===== config.mk =====
export PLATFORM = sky130hd
export DESIGN_NAME = spi_master
export DESIGN_NICKNAME = d
export VERILOG_FILES = /design/src/rtl/spi_pkg.sv /design/src/rtl/spi_sclk_gen.sv /design/src/rtl/spi_master.sv
export SDC_FILE = /design/constraint.sdc
export NUM_CORES = 1
export LEC_CHECK = 0
export CAP_MARGIN = 25
export CELL_PAD_IN_SITES_DETAIL_PLACEMENT = 0
export CELL_PAD_IN_SITES_GLOBAL_PLACEMENT = 2
export CORE_MARGIN = 5
export CORE_UTILIZATION = 39
export DETAILED_ROUTE_END_ITERATION = 8
export PLACE_DENSITY_LB_ADDON = 0.1
export SLEW_MARGIN = 20
export SYNTH_ARGS = -nofsm -noshare
export SYNTH_HDL_FRONTEND = slang
export SYNTH_SLANG_ARGS = --single-unit

===== constraint.sdc =====
create_clock -name clk_i -period 7.3 [get_ports clk_i]
set_clock_uncertainty 0.05 [all_clocks]
set_input_delay 1.825 -clock clk_i [delete_from_list [all_inputs] [get_ports clk_i]]
set_output_delay 1.825 -clock clk_i [all_outputs]
set_load 0.05 [all_outputs]

===== src/rtl/spi_pkg.sv =====
// Shared SPI definitions for the master and the slave.
//   spi_state_e : FSM state encodings (idle, load, shift, stop)
//   Mode0..Mode3: SPI mode constants, bit1 = CPOL, bit0 = CPHA
//   cpol()/cpha(): decode a 2-bit mode into clock polarity / phase
package spi_pkg;

  typedef enum logic [2:0] {
    StIdle  = 3'b000,
    StLoad  = 3'b001,
    StShift = 3'b010,
    StStop  = 3'b011
  } spi_state_e;

  localparam logic [1:0] Mode0 = 2'b00;
  localparam logic [1:0] Mode1 = 2'b01;
  localparam logic [1:0] Mode2 = 2'b10;
  localparam logic [1:0] Mode3 = 2'b11;

  function automatic logic cpol(input logic [1:0] mode);
    return mode[1];
  endfunction

  function automatic logic cpha(input logic [1:0] mode);
    return mode[0];
  endfunction

endpackage


===== src/rtl/spi_sclk_gen.sv =====
// SPI clock generator: divides clk_i down to sclk and counts sclk edges.
//   clk_i, rst_ni : system clock, asynchronous active-low reset
//   en_i          : run the divider; while low sclk parks at cpol_i and counters clear
//   cpol_i        : idle level of sclk
//   sclk_o        : registered SPI clock
//   lead_pulse_o  : this clk edge produces a leading sclk edge (1st, 3rd, ...)
//   trail_pulse_o : this clk edge produces a trailing sclk edge (2nd, 4th, ...)
//   last_edge_o   : this clk edge produces edge number 2*DATA_W
module spi_sclk_gen #(
  parameter int unsigned DATA_W  = 8,
  parameter int unsigned CLK_DIV = 4
) (
  input  logic clk_i,
  input  logic rst_ni,
  input  logic en_i,
  input  logic cpol_i,
  output logic sclk_o,
  output logic lead_pulse_o,
  output logic trail_pulse_o,
  output logic last_edge_o
);

  localparam int unsigned DivW  = $clog2(CLK_DIV);
  localparam int unsigned EdgeW = $clog2(2 * DATA_W + 1);

  logic [DivW-1:0]  div_q;
  logic [EdgeW-1:0] edge_cnt_q;
  logic             sclk_q;
  logic             tick;

  assign tick          = en_i && (div_q == DivW'(CLK_DIV - 1));
  // Edges are numbered from zero internally, so even counts are leading edges.
  assign lead_pulse_o  = tick && !edge_cnt_q[0];
  assign trail_pulse_o = tick && edge_cnt_q[0];
  assign last_edge_o   = tick && (edge_cnt_q == EdgeW'(2 * DATA_W - 1));
  assign sclk_o        = sclk_q;

  always_ff @(posedge clk_i or negedge rst_ni) begin
    if (!rst_ni) begin
      div_q      <= '0;
      edge_cnt_q <= '0;
      sclk_q     <= 1'b0;
    end else if (!en_i) begin
      div_q      <= '0;
      edge_cnt_q <= '0;
      sclk_q     <= cpol_i;
    end else if (tick) begin
      div_q      <= '0;
      edge_cnt_q <= edge_cnt_q + EdgeW'(1);
      sclk_q     <= ~sclk_q;
    end else begin
      div_q      <= div_q + DivW'(1);
    end
  end

endmodule


===== src/rtl/spi_master.sv =====
// SPI bus master: sends one DATA_W-bit word on mosi while capturing DATA_W bits from miso.
// Supports all four CPOL/CPHA modes; host side is a start/done handshake on clk_i.
//   clk_i, rst_ni    : system clock, asynchronous active-low reset (aborts any transfer)
//   start_i          : request a transfer, sampled only while idle
//   mode_i           : {CPOL, CPHA}, latched when start is accepted
//   tx_data_i        : word to send, latched when start is accepted
//   rx_data_o        : last received word, updated with done_o
//   busy_o           : transfer in progress
//   done_o           : one-cycle completion pulse
//   sclk_o, mosi_o, cs_n_o : registered SPI outputs; miso_i : SPI input
// Build option: define SPI_MASTER_LSB_FIRST_EN to shift bit 0 out first and place the first
// received bit in rx_data_o[0]. Default is MSB first; timing is identical either way.
module spi_master #(
  parameter int unsigned DATA_W  = 8,
  parameter int unsigned CLK_DIV = 4
) (
  input  logic              clk_i,
  input  logic              rst_ni,
  input  logic              start_i,
  input  logic [1:0]        mode_i,
  input  logic [DATA_W-1:0] tx_data_i,
  output logic [DATA_W-1:0] rx_data_o,
  output logic              busy_o,
  output logic              done_o,
  output logic              sclk_o,
  output logic              mosi_o,
  input  logic              miso_i,
  output logic              cs_n_o
);

  import spi_pkg::*;

  localparam int unsigned DivW = $clog2(CLK_DIV);
  localparam logic [DivW-1:0] CntMax = DivW'(CLK_DIV - 1);

  spi_state_e        state_q;
  logic [1:0]        mode_q;
  logic [DivW-1:0]   cnt_q;
  logic [DATA_W-1:0] tx_sr_q;
  logic [DATA_W-1:0] rx_sr_q;
  logic [DATA_W-1:0] rx_data_q;
  logic              mosi_q;
  logic              cs_n_q;
  logic              busy_q;
  logic              done_q;

  logic              gen_cpol;
  logic              lead_pulse;
  logic              trail_pulse;
  logic              last_edge;
  logic              drive_edge;
  logic              sample_edge;

  // Bit-order dependent views of the shift registers.
  logic              load_bit;
  logic [DATA_W-1:0] load_rest;
  logic              tx_bit;
  logic [DATA_W-1:0] tx_rest;
  logic [DATA_W-1:0] rx_next;

`ifdef SPI_MASTER_LSB_FIRST_EN
  assign load_bit  = tx_data_i[0];
  assign load_rest = tx_data_i >> 1;
  assign tx_bit    = tx_sr_q[0];
  assign tx_rest   = tx_sr_q >> 1;
  assign rx_next   = {miso_i, rx_sr_q[DATA_W-1:1]};
`else
  assign load_bit  = tx_data_i[DATA_W-1];
  assign load_rest = tx_data_i << 1;
  assign tx_bit    = tx_sr_q[DATA_W-1];
  assign tx_rest   = tx_sr_q << 1;
  assign rx_next   = {rx_sr_q[DATA_W-2:0], miso_i};
`endif

  // While idle sclk follows the live mode input so it already sits at CPOL before cs_n falls.
  assign gen_cpol = (state_q == StIdle) ? cpol(mode_i) : cpol(mode_q);

  // CPHA=0 puts the first bit out on entry to LOAD, so the final trailing edge has nothing new.
  assign drive_edge  = cpha(mode_q) ? lead_pulse : (trail_pulse && !last_edge);
  assign sample_edge = cpha(mode_q) ? trail_pulse : lead_pulse;

  spi_sclk_gen #(
    .DATA_W  (DATA_W),
    .CLK_DIV (CLK_DIV)
  ) u_sclk_gen (
    .clk_i         (clk_i),
    .rst_ni        (rst_ni),
    .en_i          (state_q == StShift),
    .cpol_i        (gen_cpol),
    .sclk_o        (sclk_o),
    .lead_pulse_o  (lead_pulse),
    .trail_pulse_o (trail_pulse),
    .last_edge_o   (last_edge)
  );

  always_ff @(posedge clk_i or negedge rst_ni) begin
    if (!rst_ni) begin
      state_q   <= StIdle;
      mode_q    <= Mode0;
      cnt_q     <= '0;
      tx_sr_q   <= '0;
      rx_sr_q   <= '0;
      rx_data_q <= '0;
      mosi_q    <= 1'b0;
      cs_n_q    <= 1'b1;
      busy_q    <= 1'b0;
      done_q    <= 1'b0;
    end else begin
      done_q <= 1'b0;
      unique case (state_q)
        StIdle: begin
          cs_n_q <= 1'b1;
          busy_q <= 1'b0;
          if (start_i) begin
            state_q <= StLoad;
            mode_q  <= mode_i;
            cnt_q   <= '0;
            rx_sr_q <= '0;
            cs_n_q  <= 1'b0;
            busy_q  <= 1'b1;
            if (cpha(mode_i)) begin
              tx_sr_q <= tx_data_i;
            end else begin
              mosi_q  <= load_bit;
              tx_sr_q <= load_rest;
            end
          end
        end
        StLoad: begin
          if (cnt_q == CntMax) begin
            cnt_q   <= '0;
            state_q <= StShift;
          end else begin
            cnt_q <= cnt_q + DivW'(1);
          end
        end
        StShift: begin
          if (drive_edge) begin
            mosi_q  <= tx_bit;
            tx_sr_q <= tx_rest;
          end
          if (sample_edge) begin
            rx_sr_q <= rx_next;
          end
          if (last_edge) begin
            state_q <= StStop;
          end
        end
        StStop: begin
          if (cnt_q == CntMax) begin
            cnt_q     <= '0;
            state_q   <= StIdle;
            cs_n_q    <= 1'b1;
            busy_q    <= 1'b0;
            done_q    <= 1'b1;
            rx_data_q <= rx_sr_q;
          end else begin
            cnt_q <= cnt_q + DivW'(1);
          end
        end
        default: state_q <= StIdle;
      endcase
    end
  end

  assign rx_data_o = rx_data_q;
  assign busy_o    = busy_q;
  assign done_o    = done_q;
  assign mosi_o    = mosi_q;
  assign cs_n_o    = cs_n_q;

endmodule


Word-level counts from Yosys, hierarchy flattened
Cells that the tools add are included.
Operators by class
  equal/unequal tests: 14
  reductions and logical operators: 20
  $add $sub $neg: 3
  shift operators: 0
  divide/modulo/power cells: 0
  multipliers: 0
  magnitude comparators: 0
  mux-type cells: 36
  bitwise logic cells: 1
Operator list (count)
  $mux 8: 5
  $pmux 8 s2: 2
  $ne 2x2->1 const B: 8
  $mux 1: 14
  $mux 3: 4
  $pmux 3 s4: 1
  $mux 5: 2
  $mux 2: 4
  $reduce_and 2->1: 4
  $reduce_and 4->1: 2
  $eq 3x2->1 const B: 2
  $pmux 1 s2: 3
  $reduce_and 3->1: 2
  $reduce_bool 2->1: 3
  $add 5x1->5 const B: 1
  $eq 5x4->1 const B: 1
  $logic_and 1x1->1: 5
  $add 2x1->2 const B: 2
  $eq 2x2->1 const B: 2
  $pmux 2 s2: 1
  $eq 3x1->1 const B: 1
  $logic_not 3->1: 1
  $logic_not 1->1: 2
  $reduce_or 2->1: 1
  $not 1->1: 1
Word-level totals
  memories kept: 0
  input bits: 14
  word-level logic and storage cells: 87
  output and inout port bits: 13
  memory bits (writable): 0
  flip-flop bits (word level): 43
  ROM bits: 0
  bits in latches: 0

Longest topological paths before layout
Gate-level depths: netlist of run 1.
  depth after elaboration: 8
  mapped depth: 7
  mapped depth without buffers: 6

Cells and area by module
A second synthesis of run 1 with hierarchy kept.
Second synthesis, totals
  cells, all modules: 194
  area, all modules: 2080.7 um2
By module, submodules not included
  spi_master: times used 1, area an instance 1680.4 um2, cells an instance 157, sequential area each 852.1 um2
  spi_sclk_gen: times used 1, area an instance 400.4 um2, cells an instance 37, sequential area each 200.2 um2

Worst setup path after synthesis of run 1
OpenSTA, ideal clock, no wires.
  path kind: input-to-reg
  start: input start_i
  end: register rx_sr_q[6]
  required time: 7.124 ns
  arrival: 2.970 ns
  path slack: 4.154 ns
  path buffers: 1
  setup time: 0.126 ns
  cell stages on the path: 4
  path through: mux2i_1 > buf_2 > nor2_1 > a221o_1
Between the ends
  cells in the longest elaborated chain, start to end: 2
RTL lines
  from (decl): line spi_master.sv:19  | input logic start_i,
  $ne 2x2->1 (no line)
  $reduce_and 3->1 (no line)
  to (signal assigned): line spi_master.sv:143  | rx_sr_q <= rx_next;
  to (decl): line spi_master.sv:40  | logic [DATA_W-1:0] rx_sr_q;
No other way between the ends.
A chain may end at the register's enable or synchronous reset.

Worst setup path after layout of run 1
  start: input start_i
  end: register tx_sr_q[6]
Between the ends
  cells in the longest elaborated chain, start to end: 2
RTL lines
  $ne 2x2->1 (no line)
  $reduce_and 3->1 (no line)
  to (signal assigned): line spi_master.sv:122  | tx_sr_q <= tx_data_i;
  to (signal assigned): line spi_master.sv:125  | tx_sr_q <= load_rest;
  to (signal assigned): line spi_master.sv:140  | tx_sr_q <= tx_rest;
  to (decl): line spi_master.sv:39  | logic [DATA_W-1:0] tx_sr_q;
No other way between the ends.

==> results of run 1 <==
kinds of logic after synthesis:
logic type,after synthesis
buf+inv,17
xor+xnor,5
fa+ha+maj,9
flops,42
mux,31
simple gates,54
compound gates,40
cells in the mapped netlist (2+ instances only):
cell      count
buf_1         2
a221o_1       8
nand2_1      26
xnor2_1       3
a21oi_1       9
dfrtp_1      41
ha_1          9
xor2_1        2
and2_1        5
clkbuf_1      7
mux2_2       18
mux2i_1      13
o21ai_0      11
nand3b_1      3
inv_1         7
nor2b_1       5
nor2_1        9
sequential cells by signal (all words and copies together), names as in the netlist:
name,cells
rx_data_o,8
u_sclk_gen.sclk_o,1
state_q,2
mosi_o,1
cnt_q,2
tx_sr_q,8
done_o,1
busy_o,1
mode_q,2
rx_sr_q,8
u_sclk_gen.div_q,2
u_sclk_gen.edge_cnt_q,5
cs_n_o,1
per-stage QoR:
step / instances / power, mW / area [sq um]
2_1_floorplan: 198 / 0.6413 / 2172
4_1_cts: 296 / 0.8996 / 2581
5_1_grt: 297 / 0.9568 / 2609
3_5_place_dp: 288 / 0.7454 / 2494
3_3_place_gp: 288 / 0.7306 / 2494
6_report: 297 / 0.8855 / 2609
power breakdown:
group | internal, mW | switching, mW | leakage (nW) | total [mW]
registers | 0.295 | 0.0393 | 0.552 | 0.334
logic | 0.171 | 0.232 | 0.592 | 0.403
clock network | 0.0673 | 0.0812 | 0.0483 | 0.149
final cells by class:
| type | count | area, sq um |
|---|---|---|
| Multi-Input combinational cell | 139 | 1055 |
| Clock inverter | 3 | 18.77 |
| Clock buffer | 5 | 68.82 |
| Timing Repair Buffer | 29 | 297.8 |
| Fill cell | 519 | 2864 |
| Sequential cell | 42 | 1052 |
| Tap cell | 72 | 90.09 |
| Inverter | 7 | 26.28 |
routing by layer:
layer	vias up	track usage (%)	share of wire (%)	wire (um)
met3	7	3.631	4.2	178
li1	755	-	-	-
met5	-	0	0	0
met1	751	16.36	48	2045
met4	0	4.317	1.4	60
met2	26	20.93	47	2004
worst min path at each step:
stage	slack [ps]	cells past startpoint	end	start
finish	390	1	u_sclk_gen.div_q[0]	u_sclk_gen.div_q[0]
global route	410	1	u_sclk_gen.div_q[0]	u_sclk_gen.div_q[0]
CTS	390	1	u_sclk_gen.div_q[0]	u_sclk_gen.div_q[0]
detailed placement	370	1	u_sclk_gen.div_q[0]	u_sclk_gen.div_q[0]
global placement	380	1	u_sclk_gen.div_q[0]	u_sclk_gen.div_q[0]
floorplan	360	1	u_sclk_gen.div_q[0]	u_sclk_gen.div_q[0]
==> run_results.csv, run 1 <==
group,metric,value,unit
placed_design,place_congestion,0.6998,
drt,wl_per_cell,14.44,um
cells_and_area,utilization,47.67,%
synthesis,ys.warnings.count,0,
critical_path,crit_end,"tx_sr_q[6]",
synthesis,synth_compound_area_share,13.94,%
critical_path,cp-end-kind,"flop",
critical_path,cp-start-kind,"input pin",
synthesis,synth-seq-area-share,48.44,%
critical_path,cp_slowest_cell,"clkdlybuf4s50_1",
run_status,outcome,"finished, final reports clean",
synthesis,synthMuxAreaShare,15.32,%
synthesis,synth-async-reset-ratio,100.0,%
floorplan,core,5473,sq um
cells_and_area,areaGrowthSynthToFinish,20.10,%
clock_tree,ctsResizeCount,0,
critical_path,cp.depth,5,
clock_tree,clk_latency,290,ps
synthesis,avgSynthCellArea,10.97,sq um
clock_tree,cts_hold_buf,0,
floorplan,initial_core_util,39.69,%
clock_tree,cts.sinks,42,
placed_design,dp_slack,3398,ps
drt,drt-pass1-iter-count,4,
critical_path,crit_required,7430,ps
grt,antenna_found_initial,0,
critical_path,reg2reg_depth,6,
cells_and_area,final_common_cell,"dfrtp_1",
critical_path,crit_family,"buffers and inverters",
placed_design,hpwl,3.015,mm
timing,hold_viol,0,
synthesis,netlist_area,2172,sq um
timing,grt_setup_unrepaired,"no",
timing,layout_setup_ws,3746,ps
synthesis,synthCells,198,
synthesis,synth_edf_count,0,
grt,grt_pass1_vias,1528,
critical_path,slowest_delay,620,ps
timing,setup_viol,0,
grt,grt_use_total,12.84,%
drt,drt_iter0_markers,63,
placed_design,io_buffers,26,
synthesis,synth_simple_gate_area_share,12.10,%
critical_path,crit_path_max_fanout,18,
worst_hold_path,hp-class,"reg -> reg",
timing,slew_viol_final,0,
grt,grt_overflow,0,
grt,grt_max_degree,43,
critical_path,cp_data_arrival_time,3680,ps
critical_path,cp_num_buf_inv,2,
synthesis,synth_top_cell_by_area,"dfrtp_1",
synthesis,syn-num-nets,221,
pwr,peakVddDrop,0.1524,mV
synthesis,synth_area_leaders,"dfrtp_1, mux2_2, mux2i_1",
drt,via_per_inst,5.182,
critical_path,critical_path_class,"in -> reg",
drt,vias,1539,
drt,drtAntennaViolNets,0,
timing,slew-limit-headroom,48.74,%
synthesis,synth_top_family_by_area,"multiplexers",
floorplan,die_area,7162,sq um
clock_tree,root_buffer,"clkbuf_8",
critical_path,cp_cell_sequence,"clkdlybuf4s50_1, mux2i_1, buf_4, a311oi_4, mux2_2",
pwr,power_leakage,1.192,nW
synthesis,synth_ff_type,"dfrtp_1",
timing,fmax,0.2814,GHz
pwr,power.density,339.4,nW/um^2
synthesis,synth-xor-area-share,2.016,%
cells_and_area,n_antenna_cell,0,
clock_tree,cts_buffer_depth,2,
critical_path,worstReg2RegEnd,"tx_sr_q[6]",
critical_path,reg2reg_from,"u_sclk_gen.edge_cnt_q[0]",
synthesis,synth_top_area_share,47.24,%
job,max-cap-violations,0,
floorplan,num_rows,27,
floorplan,ios,27,
clock_tree,cts_setup_buffers,0,
clock_tree,htree_levels,2,
synthesis,yosysUniqueCellTypes,37,
cells_and_area,drive_gt1_share,15.56,%
clock_tree,cts_tree,"yes",
clock_tree,numCtsBuffers,5,
synthesis,synthAdderAreaFrac,5.184,%
timing,tightest_slew,768.8,ps
timing,setup_tns,0,ps
cells_and_area,layout_common_cells,"dfrtp_1, nand2_1, clkdlybuf4s50_1",
clock_tree,clk_pin_slew,80,ps
timing,hold_ws,394.6,ps
synthesis,yosys_register_bits,42,
cells_and_area,fin_nets,247,
floorplan,die_w,84.63,um
drt,drc,0,
drt,drt_wl_total,4.288,mm
timing,period_minus_slack,3554,ps
grt,grt_pass1_wl,7.417,mm
critical_path,r2r_slack,4710,ps
timing,finalCritPeriodShare,48.69,%
critical_path,cp-startpoint,"start_i",
floorplan,dieHeight,84.63,um
Power figures use the tool's default switching activity.
==> inputs of run 2 (changes only) <==
--- a/config.mk
+++ b/config.mk
@@ -9,7 +9,7 @@
 export CELL_PAD_IN_SITES_DETAIL_PLACEMENT = 0
 export CELL_PAD_IN_SITES_GLOBAL_PLACEMENT = 2
 export CORE_MARGIN = 5
-export CORE_UTILIZATION = 39
+export CORE_UTILIZATION = 32
 export DETAILED_ROUTE_END_ITERATION = 8
 export PLACE_DENSITY_LB_ADDON = 0.1
 export SLEW_MARGIN = 20
==> constraint.sdc (replaced) <==
create_clock -name clk_i -period 3.1 [get_ports clk_i]
set_clock_uncertainty 0.05 [all_clocks]
set_input_delay 0.775 -clock clk_i [delete_from_list [all_inputs] [get_ports clk_i]]
set_output_delay 0.775 -clock clk_i [all_outputs]
set_load 0.05 [all_outputs]
==> run_results.csv, run 2 (same netlist as run 1, synthesis figures left out) <==
group,metric,value,unit
drt,drt_iter0_markers,54,
critical_path,r2r_slack,540,ps
timing,slew-limit-headroom,46.09,%
run_status,outcome,"finished, final reports clean",
grt,grt_pass1_vias,1727,
grt,grt_pass1_wl,8.135,mm
critical_path,crit_required,3220,ps
grt,grt_max_degree,43,
clock_tree,cts_hold_buf,0,
critical_path,cp_data_arrival_time,2680,ps
placed_design,io_buffers,26,
clock_tree,clk_pin_slew,80,ps
timing,grt_setup_unrepaired,"no",
timing,period_minus_slack,2562,ps
drt,drc,0,
pwr,fin_total_pwr,2.201,mW
pwr,peakVddDrop,0.2824,mV
cells_and_area,areaGrowthSynthToFinish,20.97,%
drt,drt_wl_total,4.687,mm
placed_design,dp.cells,298,
critical_path,slowest_delay,540,ps
placed_design,hpwl,3.196,mm
clock_tree,cts_setup_buffers,0,
drt,via_per_inst,5.108,
timing,finalCritPeriodShare,82.64,%
placed_design,place_congestion,0.7068,
clock_tree,cts_tree,"yes",
cells_and_area,final_common_cell,"dfrtp_1",
clock_tree,cts.sinks,42,
grt,use_met3,3.249,%
cells_and_area,layout_common_cells,"dfrtp_1, nand2_1, clkdlybuf4s50_1",
timing,setup_viol,0,
grt,antenna_found_initial,0,
timing,slew_viol_final,0,
job,max-cap-violations,0,
timing,tightest_slew,802.9,ps
cells_and_area,finalNonFillerCells,306,
critical_path,cp-end-kind,"flop",
critical_path,crit_path_max_fanout,9,
critical_path,cp-start-kind,"flop",
floorplan,die_area,8535,sq um
floorplan,ios,27,
clock_tree,htree_levels,2,
critical_path,cp_common_cell,"ha_1",
drt,drt-pass1-iter-count,4,
pwr,power.density,837.9,nW/um^2
drt,vias,1563,
cells_and_area,drive_gt1_share,15.04,%
floorplan,die_w,92.39,um
drt,wl_per_cell,15.32,um
clock_tree,numCtsBuffers,5,
timing,fmax,0.3904,GHz
placed_design,postPlaceCellArea,2519,sq um
floorplan,dieHeight,92.39,um
grt,grt_use_total,11.93,%
floorplan,initial_core_util,32.51,%
critical_path,cp_cell_sequence,"ha_1, and3_1, ha_1, or3b_4, a311oi_4, mux2_2",
clock_tree,root_buffer,"clkbuf_8",
grt,met1_usage,13.51,%
floorplan,num_rows,30,
grt,met2_usage,21.81,%
pwr,power_leakage,1.195,nW
critical_path,cp_slowest_cell,"a311oi_4",
grt,busiest_layer,"met2",
cells_and_area,fin_area,2628,sq um
cells_and_area,fin_nets,248,
clock_tree,cts_buffer_depth,2,
drt,drtAntennaViolNets,0,
grt,grt_overflow,0,
timing,setup_tns,0,ps
clock_tree,clk_latency,290,ps
critical_path,critical_path_class,"reg -> reg",
cells_and_area,n_antenna_cell,0,
floorplan,core,6681,sq um
worst_hold_path,hp-class,"reg -> reg",
clock_tree,ctsResizeCount,0,
timing,hold_viol,0,
## run 2: changes by cell type in the layout (fill, tap and decap cells not counted), sizes merged
cell and delta:
buf +1, inv -1, bufinv +1, clkinv -2
clkbuf +2
## run 2: cell type report
| class | count | area [sq um] |
|---|---|---|
| flip-flops and latches | 42 | 1052 |
| well taps | 80 | 100.1 |
| clock buffers | 7 | 76.32 |
| fillers | 647 | 4054 |
| clock inverters | 1 | 30.03 |
| inverters | 7 | 26.28 |
| multi-input cells | 139 | 1055 |
| repair buffers | 30 | 287.8 |
## run 2: per-stage QoR
stage | setup WS [ps] | hold slack, ps | utilization [%]
CTS | 505.9 | 399.8 | 39.29
global placement | 471.0 | 371.9 | 37.70
global route | 428.4 | 407.6 | 39.33
floorplan | 781.2 | 359.1 | -
finish | 538.3 | 396.2 | 39.33
detailed placement | 410.8 | 387.5 | 37.70
## run 2: critical path, delay by kind of cell, from the launching register on
family                   cells  cell delay [ps]
multiplexers                 1              400
flip-flops                   1              460
AND/OR/NAND/NOR              2              540
adder cells (fa/ha/maj)      2              440
AO/OA/AOI/OAI                1              540
## run 2: path summary, 6_finish.rpt
kind / start / endpoint / depth (start not counted)
max reg2reg: u_sclk_gen.edge_cnt_q[0] / tx_sr_q[5] / 6
max in group asynchronous: rst_ni / u_sclk_gen.div_q[0] / 1
max: u_sclk_gen.edge_cnt_q[0] / tx_sr_q[5] / 6
min reg2reg: u_sclk_gen.div_q[0] / u_sclk_gen.div_q[0] / 1
min in group asynchronous: rst_ni / done_o / 1
min: u_sclk_gen.div_q[0] / u_sclk_gen.div_q[0] / 1
## run 2: where the power goes
part	internal, mW	switching (mW)	total [mW]
registers	0.694	0.0939	0.788
clock network	0.241	0.185	0.426
logic	0.412	0.575	0.987
## run 2: per-layer routing
metal	vias up	wire length, um	part of all wire [%]
met5	-	0	0
met4	0	55	1.2
met3	6	212	4.5
met2	26	2403	51
met1	772	2016	43
li1	759	-	-
